### src/rtl/udp_eeprom_cmd_agent_if.sv
`default_nettype none
// ============================================================================
// Module      : udp_eeprom_cmd_agent_if
// Description : Bundles the UDP A-socket receive/send signals, the EEPROM
//               request/done handshake and the status counters of the
//               UDP EEPROM command agent.
// Revision    : 1.0 - initial release
// ============================================================================
interface udp_eeprom_cmd_agent_if;
  // UDP receive socket (payload bytes)
  logic        rcv_valid;
  logic [7:0]  rcv_dout;
  // UDP send FIFO
  logic        snd_full;
  logic        snd_wr_fifo;
  logic        snd_fifo_last;
  logic [7:0]  snd_fifo_din;
  // EEPROM controller
  logic        eeprom_idle;
  logic        wr_req;
  logic [7:0]  wr_addr;
  logic [63:0] wr_u64;
  logic        wr_done;
  logic        rd_req;
  logic [7:0]  rd_addr;
  logic [63:0] rd_u64;
  logic        rd_done;
  // Status counters
  logic [15:0] cmd_cnt;
  logic [15:0] err_cnt;

  // Agent side
  modport master (
    input  rcv_valid, rcv_dout, snd_full, eeprom_idle, wr_done, rd_u64, rd_done,
    output snd_wr_fifo, snd_fifo_last, snd_fifo_din, wr_req, wr_addr, wr_u64,
           rd_req, rd_addr, cmd_cnt, err_cnt
  );

  // Environment side (UDP top, EEPROM controller)
  modport slave (
    output rcv_valid, rcv_dout, snd_full, eeprom_idle, wr_done, rd_u64, rd_done,
    input  snd_wr_fifo, snd_fifo_last, snd_fifo_din, wr_req, wr_addr, wr_u64,
           rd_req, rd_addr, cmd_cnt, err_cnt
  );
endinterface
`default_nettype wire

### src/rtl/udp_eeprom_cmd_agent.sv
`default_nettype none
// ============================================================================
// Module      : udp_eeprom_cmd_agent
// Description : Decodes 12-byte UDP command packets (A5 5A op addr data64),
//               runs EEPROM record reads/writes and returns one 13-byte
//               reply per command into the send FIFO.
// Revision    : 1.0 - initial release
// ============================================================================
module udp_eeprom_cmd_agent #(
  parameter int GAP_CYCLES = 64,
  parameter int TMO_CYCLES = 2000000
) (
  input  wire logic               clk_125m_eth,
  input  wire logic               rst_eth,
  udp_eeprom_cmd_agent_if.master  bus
);

  localparam int c_GAP_W = $clog2(GAP_CYCLES + 1);
  localparam int c_TMO_W = $clog2(TMO_CYCLES + 1);
  localparam logic [c_GAP_W-1:0] c_GAP_MAX  = c_GAP_W'(GAP_CYCLES);
  // The timer is 0 in the first waiting cycle, so TMO_CYCLES-1 is the last one
  localparam logic [c_TMO_W-1:0] c_TMO_LAST = c_TMO_W'(TMO_CYCLES - 1);

  localparam logic [7:0] c_OP_WRITE = 8'h01;
  localparam logic [7:0] c_OP_READ  = 8'h02;
  localparam logic [7:0] c_OP_PING  = 8'h03;
  localparam logic [7:0] c_ST_OK    = 8'h00;
  localparam logic [7:0] c_ST_TMO   = 8'h01;
  localparam logic [7:0] c_ST_BADOP = 8'h02;

  typedef enum logic [2:0] {
    S_SYNC    = 3'd0,
    S_COLLECT = 3'd1,
    S_EXEC    = 3'd2,
    S_WAIT    = 3'd3,
    S_REPLY   = 3'd4
  } state_t;

  state_t              r_state;
  logic [c_GAP_W-1:0]  r_gap_cnt;
  logic [c_TMO_W-1:0]  r_timer;
  logic [3:0]          r_idx;
  logic [95:0]         r_pkt;
  logic [7:0]          r_op;
  logic [7:0]          r_addr;
  logic [63:0]         r_data;
  logic                r_wr_req;
  logic [7:0]          r_wr_addr;
  logic [63:0]         r_wr_u64;
  logic                r_rd_req;
  logic [7:0]          r_rd_addr;
  logic [103:0]        r_shift;
  logic                r_snd_valid;
  logic [3:0]          r_ridx;
  logic [15:0]         r_cmd_cnt;
  logic [15:0]         r_err_cnt;

  logic w_gap;
  logic w_tmo;
  logic w_magic_ok;
  logic w_write;

  assign w_gap      = (r_gap_cnt == c_GAP_MAX);
  assign w_tmo      = (r_timer == c_TMO_LAST);
  assign w_magic_ok = (r_pkt[95:80] == 16'hA55A);
  // A reply byte is presented continuously; it is only written while not full
  assign w_write    = r_snd_valid & ~bus.snd_full;

  assign bus.snd_wr_fifo   = w_write;
  assign bus.snd_fifo_last = w_write & (r_ridx == 4'd12);
  assign bus.snd_fifo_din  = r_shift[103:96];
  assign bus.wr_req        = r_wr_req;
  assign bus.wr_addr       = r_wr_addr;
  assign bus.wr_u64        = r_wr_u64;
  assign bus.rd_req        = r_rd_req;
  assign bus.rd_addr       = r_rd_addr;
  assign bus.cmd_cnt       = r_cmd_cnt;
  assign bus.err_cnt       = r_err_cnt;

  // Reply frame: 5A A5 op|80 addr status data[63:0]
  function automatic logic [103:0] f_frame(input logic [7:0] op, input logic [7:0] addr,
                                           input logic [7:0] st, input logic [63:0] d);
    return {8'h5A, 8'hA5, op | 8'h80, addr, st, d};
  endfunction

  // Idle-cycle counter: any received byte restarts the packet-boundary timer
  always_ff @(posedge clk_125m_eth) begin
    if (rst_eth) begin
      r_gap_cnt <= '0;
    end else if (bus.rcv_valid) begin
      r_gap_cnt <= '0;
    end else if (!w_gap) begin
      r_gap_cnt <= r_gap_cnt + c_GAP_W'(1);
    end
  end

  // Command FSM: packet collection, EEPROM handshake and reply serialisation
  always_ff @(posedge clk_125m_eth) begin
    if (rst_eth) begin
      r_state     <= S_SYNC;
      r_timer     <= '0;
      r_idx       <= '0;
      r_pkt       <= '0;
      r_op        <= '0;
      r_addr      <= '0;
      r_data      <= '0;
      r_wr_req    <= 1'b0;
      r_wr_addr   <= '0;
      r_wr_u64    <= '0;
      r_rd_req    <= 1'b0;
      r_rd_addr   <= '0;
      r_shift     <= '0;
      r_snd_valid <= 1'b0;
      r_ridx      <= '0;
      r_cmd_cnt   <= '0;
      r_err_cnt   <= '0;
    end else begin
      r_wr_req <= 1'b0;
      r_rd_req <= 1'b0;
      case (r_state)
        S_SYNC: begin
          // Wait for a quiet line so collection starts on a packet boundary
          r_idx <= '0;
          if (w_gap) r_state <= S_COLLECT;
        end

        S_COLLECT: begin
          if (w_gap && (r_idx != 4'd0)) begin
            r_idx <= '0;
            if ((r_idx == 4'd12) && w_magic_ok) begin
              r_op    <= r_pkt[79:72];
              r_addr  <= r_pkt[71:64];
              r_data  <= r_pkt[63:0];
              r_timer <= '0;
              r_state <= S_EXEC;
            end else begin
              r_err_cnt <= r_err_cnt + 16'd1;
            end
          end else if (bus.rcv_valid && (r_idx != 4'd12)) begin
            r_pkt <= {r_pkt[87:0], bus.rcv_dout};
            r_idx <= r_idx + 4'd1;
          end
        end

        S_EXEC: begin
          case (r_op)
            c_OP_WRITE, c_OP_READ: begin
              if (bus.eeprom_idle) begin
                if (r_op == c_OP_WRITE) begin
                  r_wr_req  <= 1'b1;
                  r_wr_addr <= r_addr;
                  r_wr_u64  <= r_data;
                end else begin
                  r_rd_req  <= 1'b1;
                  r_rd_addr <= r_addr;
                end
                r_timer <= '0;
                r_state <= S_WAIT;
              end else if (w_tmo) begin
                // Controller never became idle: report a timeout
                r_shift     <= f_frame(r_op, r_addr, c_ST_TMO, 64'd0);
                r_snd_valid <= 1'b1;
                r_ridx      <= '0;
                r_state     <= S_REPLY;
              end else begin
                r_timer <= r_timer + c_TMO_W'(1);
              end
            end
            c_OP_PING: begin
              r_shift     <= f_frame(r_op, r_addr, c_ST_OK, r_data);
              r_snd_valid <= 1'b1;
              r_ridx      <= '0;
              r_state     <= S_REPLY;
            end
            default: begin
              r_shift     <= f_frame(r_op, r_addr, c_ST_BADOP, 64'd0);
              r_snd_valid <= 1'b1;
              r_ridx      <= '0;
              r_state     <= S_REPLY;
            end
          endcase
        end

        S_WAIT: begin
          r_snd_valid <= 1'b1;
          r_ridx      <= '0;
          if ((r_op == c_OP_WRITE) && bus.wr_done) begin
            r_shift <= f_frame(r_op, r_addr, c_ST_OK, r_wr_u64);
            r_state <= S_REPLY;
          end else if ((r_op == c_OP_READ) && bus.rd_done) begin
            r_shift <= f_frame(r_op, r_addr, c_ST_OK, bus.rd_u64);
            r_state <= S_REPLY;
          end else if (w_tmo) begin
            r_shift <= f_frame(r_op, r_addr, c_ST_TMO, 64'd0);
            r_state <= S_REPLY;
          end else begin
            r_snd_valid <= 1'b0;
            r_timer     <= r_timer + c_TMO_W'(1);
          end
        end

        S_REPLY: begin
          if (!bus.snd_full) begin
            if (r_ridx == 4'd12) begin
              r_snd_valid <= 1'b0;
              r_shift     <= '0;
              r_ridx      <= '0;
              r_wr_addr   <= '0;
              r_wr_u64    <= '0;
              r_rd_addr   <= '0;
              r_cmd_cnt   <= r_cmd_cnt + 16'd1;
              r_state     <= S_SYNC;
            end else begin
              r_shift <= {r_shift[95:0], 8'h00};
              r_ridx  <= r_ridx + 4'd1;
            end
          end
        end

        default: r_state <= S_SYNC;
      endcase
    end
  end

endmodule
`default_nettype wire

### src/flat_wrapper.sv
// flat-port wrapper written by rule: the top's interface ports become plain ports
module udp_eeprom_cmd_agent_flat 
#(
  parameter int GAP_CYCLES = 64,
  parameter int TMO_CYCLES = 2000000
)
  (clk_125m_eth, rst_eth, bus_rcv_valid, bus_rcv_dout, bus_snd_full, bus_eeprom_idle, bus_wr_done, bus_rd_u64, bus_rd_done, bus_snd_wr_fifo, bus_snd_fifo_last, bus_snd_fifo_din, bus_wr_req, bus_wr_addr, bus_wr_u64, bus_rd_req, bus_rd_addr, bus_cmd_cnt, bus_err_cnt);
  udp_eeprom_cmd_agent_if bus_i ();
  input  wire logic clk_125m_eth;
  input  wire logic rst_eth;
  input wire logic [$bits(bus_i.rcv_valid)-1:0] bus_rcv_valid;
  input wire logic [$bits(bus_i.rcv_dout)-1:0] bus_rcv_dout;
  input wire logic [$bits(bus_i.snd_full)-1:0] bus_snd_full;
  input wire logic [$bits(bus_i.eeprom_idle)-1:0] bus_eeprom_idle;
  input wire logic [$bits(bus_i.wr_done)-1:0] bus_wr_done;
  input wire logic [$bits(bus_i.rd_u64)-1:0] bus_rd_u64;
  input wire logic [$bits(bus_i.rd_done)-1:0] bus_rd_done;
  output wire logic [$bits(bus_i.snd_wr_fifo)-1:0] bus_snd_wr_fifo;
  output wire logic [$bits(bus_i.snd_fifo_last)-1:0] bus_snd_fifo_last;
  output wire logic [$bits(bus_i.snd_fifo_din)-1:0] bus_snd_fifo_din;
  output wire logic [$bits(bus_i.wr_req)-1:0] bus_wr_req;
  output wire logic [$bits(bus_i.wr_addr)-1:0] bus_wr_addr;
  output wire logic [$bits(bus_i.wr_u64)-1:0] bus_wr_u64;
  output wire logic [$bits(bus_i.rd_req)-1:0] bus_rd_req;
  output wire logic [$bits(bus_i.rd_addr)-1:0] bus_rd_addr;
  output wire logic [$bits(bus_i.cmd_cnt)-1:0] bus_cmd_cnt;
  output wire logic [$bits(bus_i.err_cnt)-1:0] bus_err_cnt;
  assign bus_i.rcv_valid = bus_rcv_valid;
  assign bus_i.rcv_dout = bus_rcv_dout;
  assign bus_i.snd_full = bus_snd_full;
  assign bus_i.eeprom_idle = bus_eeprom_idle;
  assign bus_i.wr_done = bus_wr_done;
  assign bus_i.rd_u64 = bus_rd_u64;
  assign bus_i.rd_done = bus_rd_done;
  assign bus_snd_wr_fifo = bus_i.snd_wr_fifo;
  assign bus_snd_fifo_last = bus_i.snd_fifo_last;
  assign bus_snd_fifo_din = bus_i.snd_fifo_din;
  assign bus_wr_req = bus_i.wr_req;
  assign bus_wr_addr = bus_i.wr_addr;
  assign bus_wr_u64 = bus_i.wr_u64;
  assign bus_rd_req = bus_i.rd_req;
  assign bus_rd_addr = bus_i.rd_addr;
  assign bus_cmd_cnt = bus_i.cmd_cnt;
  assign bus_err_cnt = bus_i.err_cnt;
  udp_eeprom_cmd_agent #(.GAP_CYCLES(GAP_CYCLES), .TMO_CYCLES(TMO_CYCLES)) u_core (.clk_125m_eth(clk_125m_eth), .rst_eth(rst_eth), .bus(bus_i));
endmodule
### config.mk
export PLATFORM = sky130hd
export DESIGN_NAME = udp_eeprom_cmd_agent_flat
export DESIGN_NICKNAME = d
export VERILOG_FILES = /design/src/rtl/udp_eeprom_cmd_agent_if.sv /design/src/rtl/udp_eeprom_cmd_agent.sv /design/src/flat_wrapper.sv
export SDC_FILE = /design/constraint.sdc
export NUM_CORES = 1
export LEC_CHECK = 0
export BUFFER_PORTS_ARGS = -buffer_cell sky130_fd_sc_hd__buf_2
export CORE_UTILIZATION = 25
export CTS_CLUSTER_SIZE = 12
export DETAILED_ROUTE_END_ITERATION = 16
export PLACE_DENSITY = 0.45
export SLEW_MARGIN = 20
export SYNTH_ARGS = -nofsm -noshare
export SYNTH_HDL_FRONTEND = slang
export SYNTH_SLANG_ARGS = --single-unit
### constraint.sdc
create_clock -name clk_125m_eth -period 2.1 [get_ports clk_125m_eth]
set_input_delay 0.21 -clock clk_125m_eth [delete_from_list [all_inputs] [get_ports clk_125m_eth]]
set_output_delay 0.21 -clock clk_125m_eth [all_outputs]
set_load 0.03 [all_outputs]
---- After elaboration in Yosys (flattened, before gate mapping) ----
Index checks and enable logic that the tools add are counted.
storage, ports and cells
  flip-flop bits (word level) ............. 434
  input bits .............................. 79
  output and inout bits ................... 124
  word-level logic and storage cells ...... 148
operators by class
  add/subtract/negate cells ............... 6
  equal/unequal tests ..................... 27
  multiplexer cells ....................... 63
  bitwise gates (word level) .............. 8
  reductions and logical operators ........ 26
operators with widths
  operator                                                         number
  104-bit 2-to-1 mux                                               6
  64-bit 2-to-1 mux                                                5
  104-bit one-hot mux with 3 select lines                          1
  104-bit one-hot mux with 2 select lines                          1
  21-bit 2-to-1 mux                                                7
  64-bit one-hot mux with 2 select lines                           1
  8-bit 2-to-1 mux                                                 8
  21-bit one-hot mux with 3 select lines                           1
  16-bit by 1-bit adder with 16-bit output, second input constant  2
  8-bit one-hot mux with 2 select lines                            2
  3-bit 2-to-1 mux                                                 10
  4-bit 2-to-1 mux                                                 7
  21-bit by 1-bit adder with 21-bit output, second input constant  1
  21-bit == test, second input constant                            1
  6-bit AND reduction                                              3
  16-bit == test, second input constant                            1
  8-bit by 2-bit == test with 1-bit output, second input constant  2
  3-bit one-hot mux with 5 select lines                            1
  3-bit AND reduction                                              5
  2-bit by 1-bit != test with 1-bit output, second input constant  6
  4-bit one-hot mux with 3 select lines                            1
  1-bit 2-to-1 mux                                                 10
  2-bit != test, second input constant                             5
  5-bit AND reduction                                              2
  25 further kinds                                                 41

---- Depth between registers and ports, before layout ----
  depth in word-level cells ............... 5
  depth in mapped cells ................... 12
  depth with buffers taken out ............ 8

---- Worst setup path before layout ----
Ideal clock, no wire load.
  kind .................................... register -> register
  start point ............................. reg u_core.r_timer[0]
  end point ............................... reg u_core.r_shift[61]
  setup time .............................. 132 ps
  arrival ................................. 2172 ps
  required time ........................... 1968 ps
  slack ................................... -205 ps
  stages on the path, launching flop included .. 10
  path buffers ............................ 2
  clock period less this slack ............ 2305 ps
  cell sequence ........................... dfxtp_1 ha_1 clkbuf_1 nand2_1 nor4_4 a21oi_1 clkbuf_1 a221o_1 o211ai_1 a21oi_1
between the ends
  cells in the longest elaborated chain, start to end .. 5
  elaborated cells on any way between the ends .. 7
  classes of those cells .................. eq/ne (1); mux (6)
ends and longest elaborated chain
  element                                                                               line                         RTL
  from (decl)                                                                           udp_eeprom_cmd_agent.sv:41   logic [c_TMO_W-1:0] r_timer;
  from (signal assigned)                                                                udp_eeprom_cmd_agent.sv:166  r_timer <= r_timer + c_TMO_W'(1);
  from (signal assigned)                                                                udp_eeprom_cmd_agent.sv:198  r_timer <= r_timer + c_TMO_W'(1);
  21-bit == test *                                                                      udp_eeprom_cmd_agent.sv:64   assign w_tmo = (r_timer == c_TMO_LAST);
  104-bit 2-to-1 mux *                                                                  -
  104-bit 2-to-1 mux, on equally long branches                                          -
  104-bit one-hot mux with 2 select lines / 104-bit 2-to-1 mux (equally long branches)  -
  104-bit one-hot mux with 3 select lines *                                             -
  to (signal assigned)                                                                  udp_eeprom_cmd_agent.sv:161  r_shift <= f_frame(r_op, r_addr, c_ST_TMO, 64'd0);
  to (signal assigned)                                                                  udp_eeprom_cmd_agent.sv:170  r_shift <= f_frame(r_op, r_addr, c_ST_OK, r_data);
  to (signal assigned)                                                                  udp_eeprom_cmd_agent.sv:176  r_shift <= f_frame(r_op, r_addr, c_ST_BADOP, 64'd0);
  to (decl)                                                                             udp_eeprom_cmd_agent.sv:52   logic [103:0] r_shift;
Every way passes the cells marked *; elsewhere a longest branch is shown, timed or not. The select of a mux whose other input is x is not followed.
A chain may end at the register's enable or synchronous reset.

---- Final worst setup path ----
  start point ............................. reg u_core.r_op[2]
  end point ............................... reg u_core.r_wr_u64[3], in the netlist u_core.bus.wr_u64[3]
between the ends
  cells in the longest elaborated chain, start to end .. 4
  elaborated cells on any way between the ends .. 6
  classes of those cells .................. eq/ne (4); reduce/logical (2)
ends and longest elaborated chain
  element                                                                                                      line                                                      RTL
  from (decl)                                                                                                  udp_eeprom_cmd_agent.sv:44                                logic [7:0] r_op;
  from (signal assigned)                                                                                       udp_eeprom_cmd_agent.sv:131                               r_op <= r_pkt[79:72];
  8-bit by 2-bit == test with 1-bit output / 8-bit by 1-bit == test with 1-bit output (equally long branches)  udp_eeprom_cmd_agent.sv:146, udp_eeprom_cmd_agent.sv:149
  2-bit OR reduction                                                                                           udp_eeprom_cmd_agent.sv:146                               case (r_op)
  2-bit by 1-bit != test with 1-bit output (no line)                                                           -
  6-bit AND reduction (no line) *                                                                              -
  to (signal assigned)                                                                                         udp_eeprom_cmd_agent.sv:152                               r_wr_u64 <= r_data;
  to (decl)                                                                                                    udp_eeprom_cmd_agent.sv:49                                logic [63:0] r_wr_u64;
Every way passes the cells marked *; elsewhere a longest branch is shown, timed or not.

==> run metrics <==
vias approximately 19,000; Worst VDD drop between 600 and 700 uV; Crit Path Max Fanout 7; port buffer count 202; Setup CP Type reg -> reg; drt drc 0; Reg2Reg Depth 10; hold_sp bus_rd_u64[13]; Final Skew 0.0418 ns; dpl hpwl 45,200 um; Clock Tree Root clkbuf_16; WP data arrival between 2 and 3 ns; number of synthesized flops with an enable pin 0; Area Overhead vs Synth 46.0%; Slowest-stage cell, CP dfxtp_2; Fill cells between 7,000 and 8,000; failing checks setup timing; fin util 0.368; mux cell area share after synthesis 0.00320; WL final 80,300 um; proportion of layout cells with a drive suffix above 1 0.349; via/cell ratio about 5.3; CTS tree done; setup_tns -9.43 ns; setup violators final around 210; Top FF cell, synth dfxtp_1; maxcap violations 0; pwr dens between 600 and 700 nW/um2; delay-heaviest family, CP buffers and inverters; # nets final between 2,000 and 3,000; multi-input logic area about 11,000 um2; asr flop ratio synth 0; RSZ-0062 raised after global routing yes; Synth Area in Simple Gates 0.194; initial DRC count around 1,700; FF-to-FF End u_core.bus.wr_u64[3]$_SDFFE_PP0P_; status complete, but fails checks; drt first pass iters 5; Num CTS Buffers just over 50; GRT Overall Usage 0.182; Seq/Total Area, Yosys 0.462; Final min period roughly 2.2 ns; relative max-transition margin 0.488; Distinct cells, synth 68; Buf/Inv on CP 4; CTS H-tree lvls 2; largest net degree at the start of global routing about 100; Synthesized Nets around 2,400; RR Startpoint u_core.r_op[2]$_SDFFE_PP0P_; WHS Path Cells 4; GRT overflow 0; post-route ant nets 0; Leakage between 9 and 10 nW; post-synthesis adder-cell area fraction 0.00599; post-synthesis compound-gate area fraction 0.261; clock buffer depth 3; row cnt 100; initial antenna violation count 1; synthesized flop and latch total around 430; syn avg cell area about 8.3 um2; die width between 200 and 300 um; Cell Chain, Critical Path nor4_4, buf_4, buf_6, and2_4, nand3b_1, buf_6, a21o_4, clkbuf_16, nand2_1, a21oi_1; Final period util 1.05; final RePlAce weighted congestion around 0.84; CP peak stage delay ~0.34 ns; largest family of logic cells by synthesized area compound AO/OA/AOI/OAI gates; r2r setup slk -0.11 ns; Total Power around 17 mW; Die Span Y between 200 and 300 um; Worst Setup Slack post-DPL -0.262 ns; final hold vios 0; die area 76,300 um2; synthesized instance count approximately 2,300; critical path required time around 2.6 ns; Core Area 74,400 um2; Non-Filler Instances between 3,000 and 4,000; CTS sink cnt ~430; Top cell by count, worst path buf_6; crit path launch type register; post-route setup slack -0.113 ns; Initial Utilization 0.252; dpl cells between 3,000 and 4,000; vias in the first global route about 18,000; Hold Path Sink u_core.r_shift[13]$_SDFFE_PP0P_; XOR/XNOR Fraction of Synth Area 0.0196; maximum clock rate approximately 450 MHz; YS warnings 0; Hold Crit Class in -> reg; WL/cell 22.2 um; actual slew at the worst max-slew pin approximately 0.77 ns; CP endpoint kind register; Netlist Area Pre-Place about 19,000 um2; first-pass GRT wire length between 100,000 and 150,000 um; register area 8710 um2; Final Max Slew Viols 0; # IOs between 200 and 250; Reg clk slew, reported paths around 0.060 ns; clk_lat worst skew between 0.6 and 0.7 ns
cell usage after synthesis, types with 13 or more instances:
cell type	number	area share
nand2_1	482	0.096
dfxtp_1	434	0.46
a21oi_1	363	0.097
clkbuf_1	140	0.028
nand3_1	102	0.027
nor2_1	91	0.018
a22oi_1	83	0.033
o211ai_1	63	0.025
a22o_1	57	0.027
a221o_1	55	0.029
buf_2	49	0.013
o21ai_0	28	0.0075
xor2_1	28	0.013
a221oi_1	19	0.0089
a211oi_1	18	0.0072
nand4_1	17	0.0057
or3_1	17	0.0057
a21o_1	16	0.0064
inv_1	16	0.0032
o22ai_1	16	0.0053
nand2b_1	14	0.0047
xnor2_1	14	0.0065
and3_1	13	0.0043
nor3_1	13	0.0035
sequential cells by signal, summed over array words and instances, names as in the netlist:
signal	flops
u_core.r_shift	104
u_core.bus.wr_addr	8
u_core.r_gap_cnt	7
u_core.r_timer	21
u_core.r_pkt	96
u_core.r_idx	4
u_core.r_op	8
u_core.bus.err_cnt	16
u_core.bus.rd_addr	8
u_core.bus.wr_req	1
u_core.bus.wr_u64	64
u_core.r_snd_valid	1
u_core.r_ridx	4
u_core.bus.rd_req	1
u_core.r_data	64
u_core.r_state	3
u_core.bus.cmd_cnt	16
u_core.r_addr	8
through the flow:
stage | hold slack, ns | cell area [um2]
final | 0.0373 | 27400
after global routing | 0.0329 | 27400
after CTS | 0.00107 | 24800
after detailed placement | 0.448 | 21800
after global placement | 0.443 | 21800
after floorplan | 0.287 | 18900
cell usage in the layout (no fill, tap or decap), types with 14 or more instances in the layout:
| cell | count |
|---|---|
| a211oi_1 | 14 |
| a21oi_1 | 267 |
| a21oi_2 | 91 |
| a221o_1 | 55 |
| a22o_1 | 51 |
| a22oi_1 | 23 |
| a22oi_2 | 60 |
| buf_12 | 43 |
| buf_2 | 200 |
| buf_4 | 134 |
| buf_6 | 36 |
| clkbuf_16 | 81 |
| dfxtp_1 | 417 |
| dfxtp_2 | 15 |
| dlygate4sd3_1 | 23 |
| inv_1 | 14 |
| nand2_1 | 397 |
| nand2_2 | 23 |
| nand2_4 | 62 |
| nand3_1 | 76 |
| nand3_2 | 20 |
| nand4_1 | 17 |
| nor2_1 | 80 |
| o211ai_1 | 63 |
| o21ai_0 | 19 |
| or3_1 | 14 |
| xnor2_1 | 14 |
| xor2_1 | 27 |
metal layers:
metal | global-route usage | routed length (um) | up-vias | part of all wire
met5 | 0 | 0 | - | 0
met4 | 0.0609 | 2340 | 0 | 0.029
met3 | 0.0250 | 4760 | 136 | 0.059
met2 | 0.293 | 37000 | 657 | 0.46
met1 | 0.250 | 36200 | 9489 | 0.45
li1 | - | - | 8864 | -
worst min-delay path, cell delays in order:
cell	delay, ns
buf_2	0.08
a221o_1	0.13
o211ai_1	0.10
a21oi_1	0.12
how the worst max path moves through the flow:
stage | startpoint | end | slack, ns | cells past startpoint
after floorplan | u_core.r_state[2]$_SDFFE_PP0P_ | u_core.r_op[1]$_SDFFE_PP0P_ | -0.04 | 9
after CTS | u_core.r_state[1]$_SDFFE_PP0P_ | u_core.r_data[50]$_SDFFE_PP0P_ | -0.1 | 9
after detailed placement | u_core.r_state[0]$_SDFFE_PP0P_ | u_core.bus.wr_u64[48]$_SDFFE_PP0P_ | -0.26 | 9
after global routing | u_core.r_timer[1]$_SDFFE_PP0P_ | u_core.r_shift[3]$_SDFFE_PP0P_ | -0.18 | 10
final | u_core.r_op[2]$_SDFFE_PP0P_ | u_core.bus.wr_u64[3]$_SDFFE_PP0P_ | -0.11 | 10
after global placement | u_core.r_state[0]$_SDFFE_PP0P_ | u_core.bus.wr_u64[47]$_SDFFE_PP0P_ | -0.26 | 9
layout make-up:
cell class,count,share of cell area
well taps,969,0.0442
multi-input cells,1620,0.405
clock inverters,14,0.00584
repair buffers,484,0.170
diodes,2,0.000183
flip-flops and latches,434,0.318
clock buffers,76,0.0543
inverters,16,0.00219
kinds of logic (layout without fill, tap and decap cells):
family	count (synthesis)	count (layout)
and+or+nand+nor	808	809
AOI/OAI and AO/OA	753	754
DFF	434	434
buffers and inverters	225	590
xor gates and xnor gates	42	42
adders and majority gates	9	9
muxes	6	6
other	0	2
power by group:
group	internal, mW	switching, mW	leakage, nW	total, mW
clock network	5.04	3.75	0.813	8.79
registers	8.23	0.00109	3.50	8.23
logic	0.120	0.230	5.67	0.350
repair_timing:
item	4_1_cts	5_1_grt
pin swaps	61	225
setup endpoints to repair	389	398
hold endpoints to repair	25	0
setup buffers	34	20
gates cloned	15	40
resized for setup	110	429
hold buffers	23	0
Power figures use the tool's default switching activity.
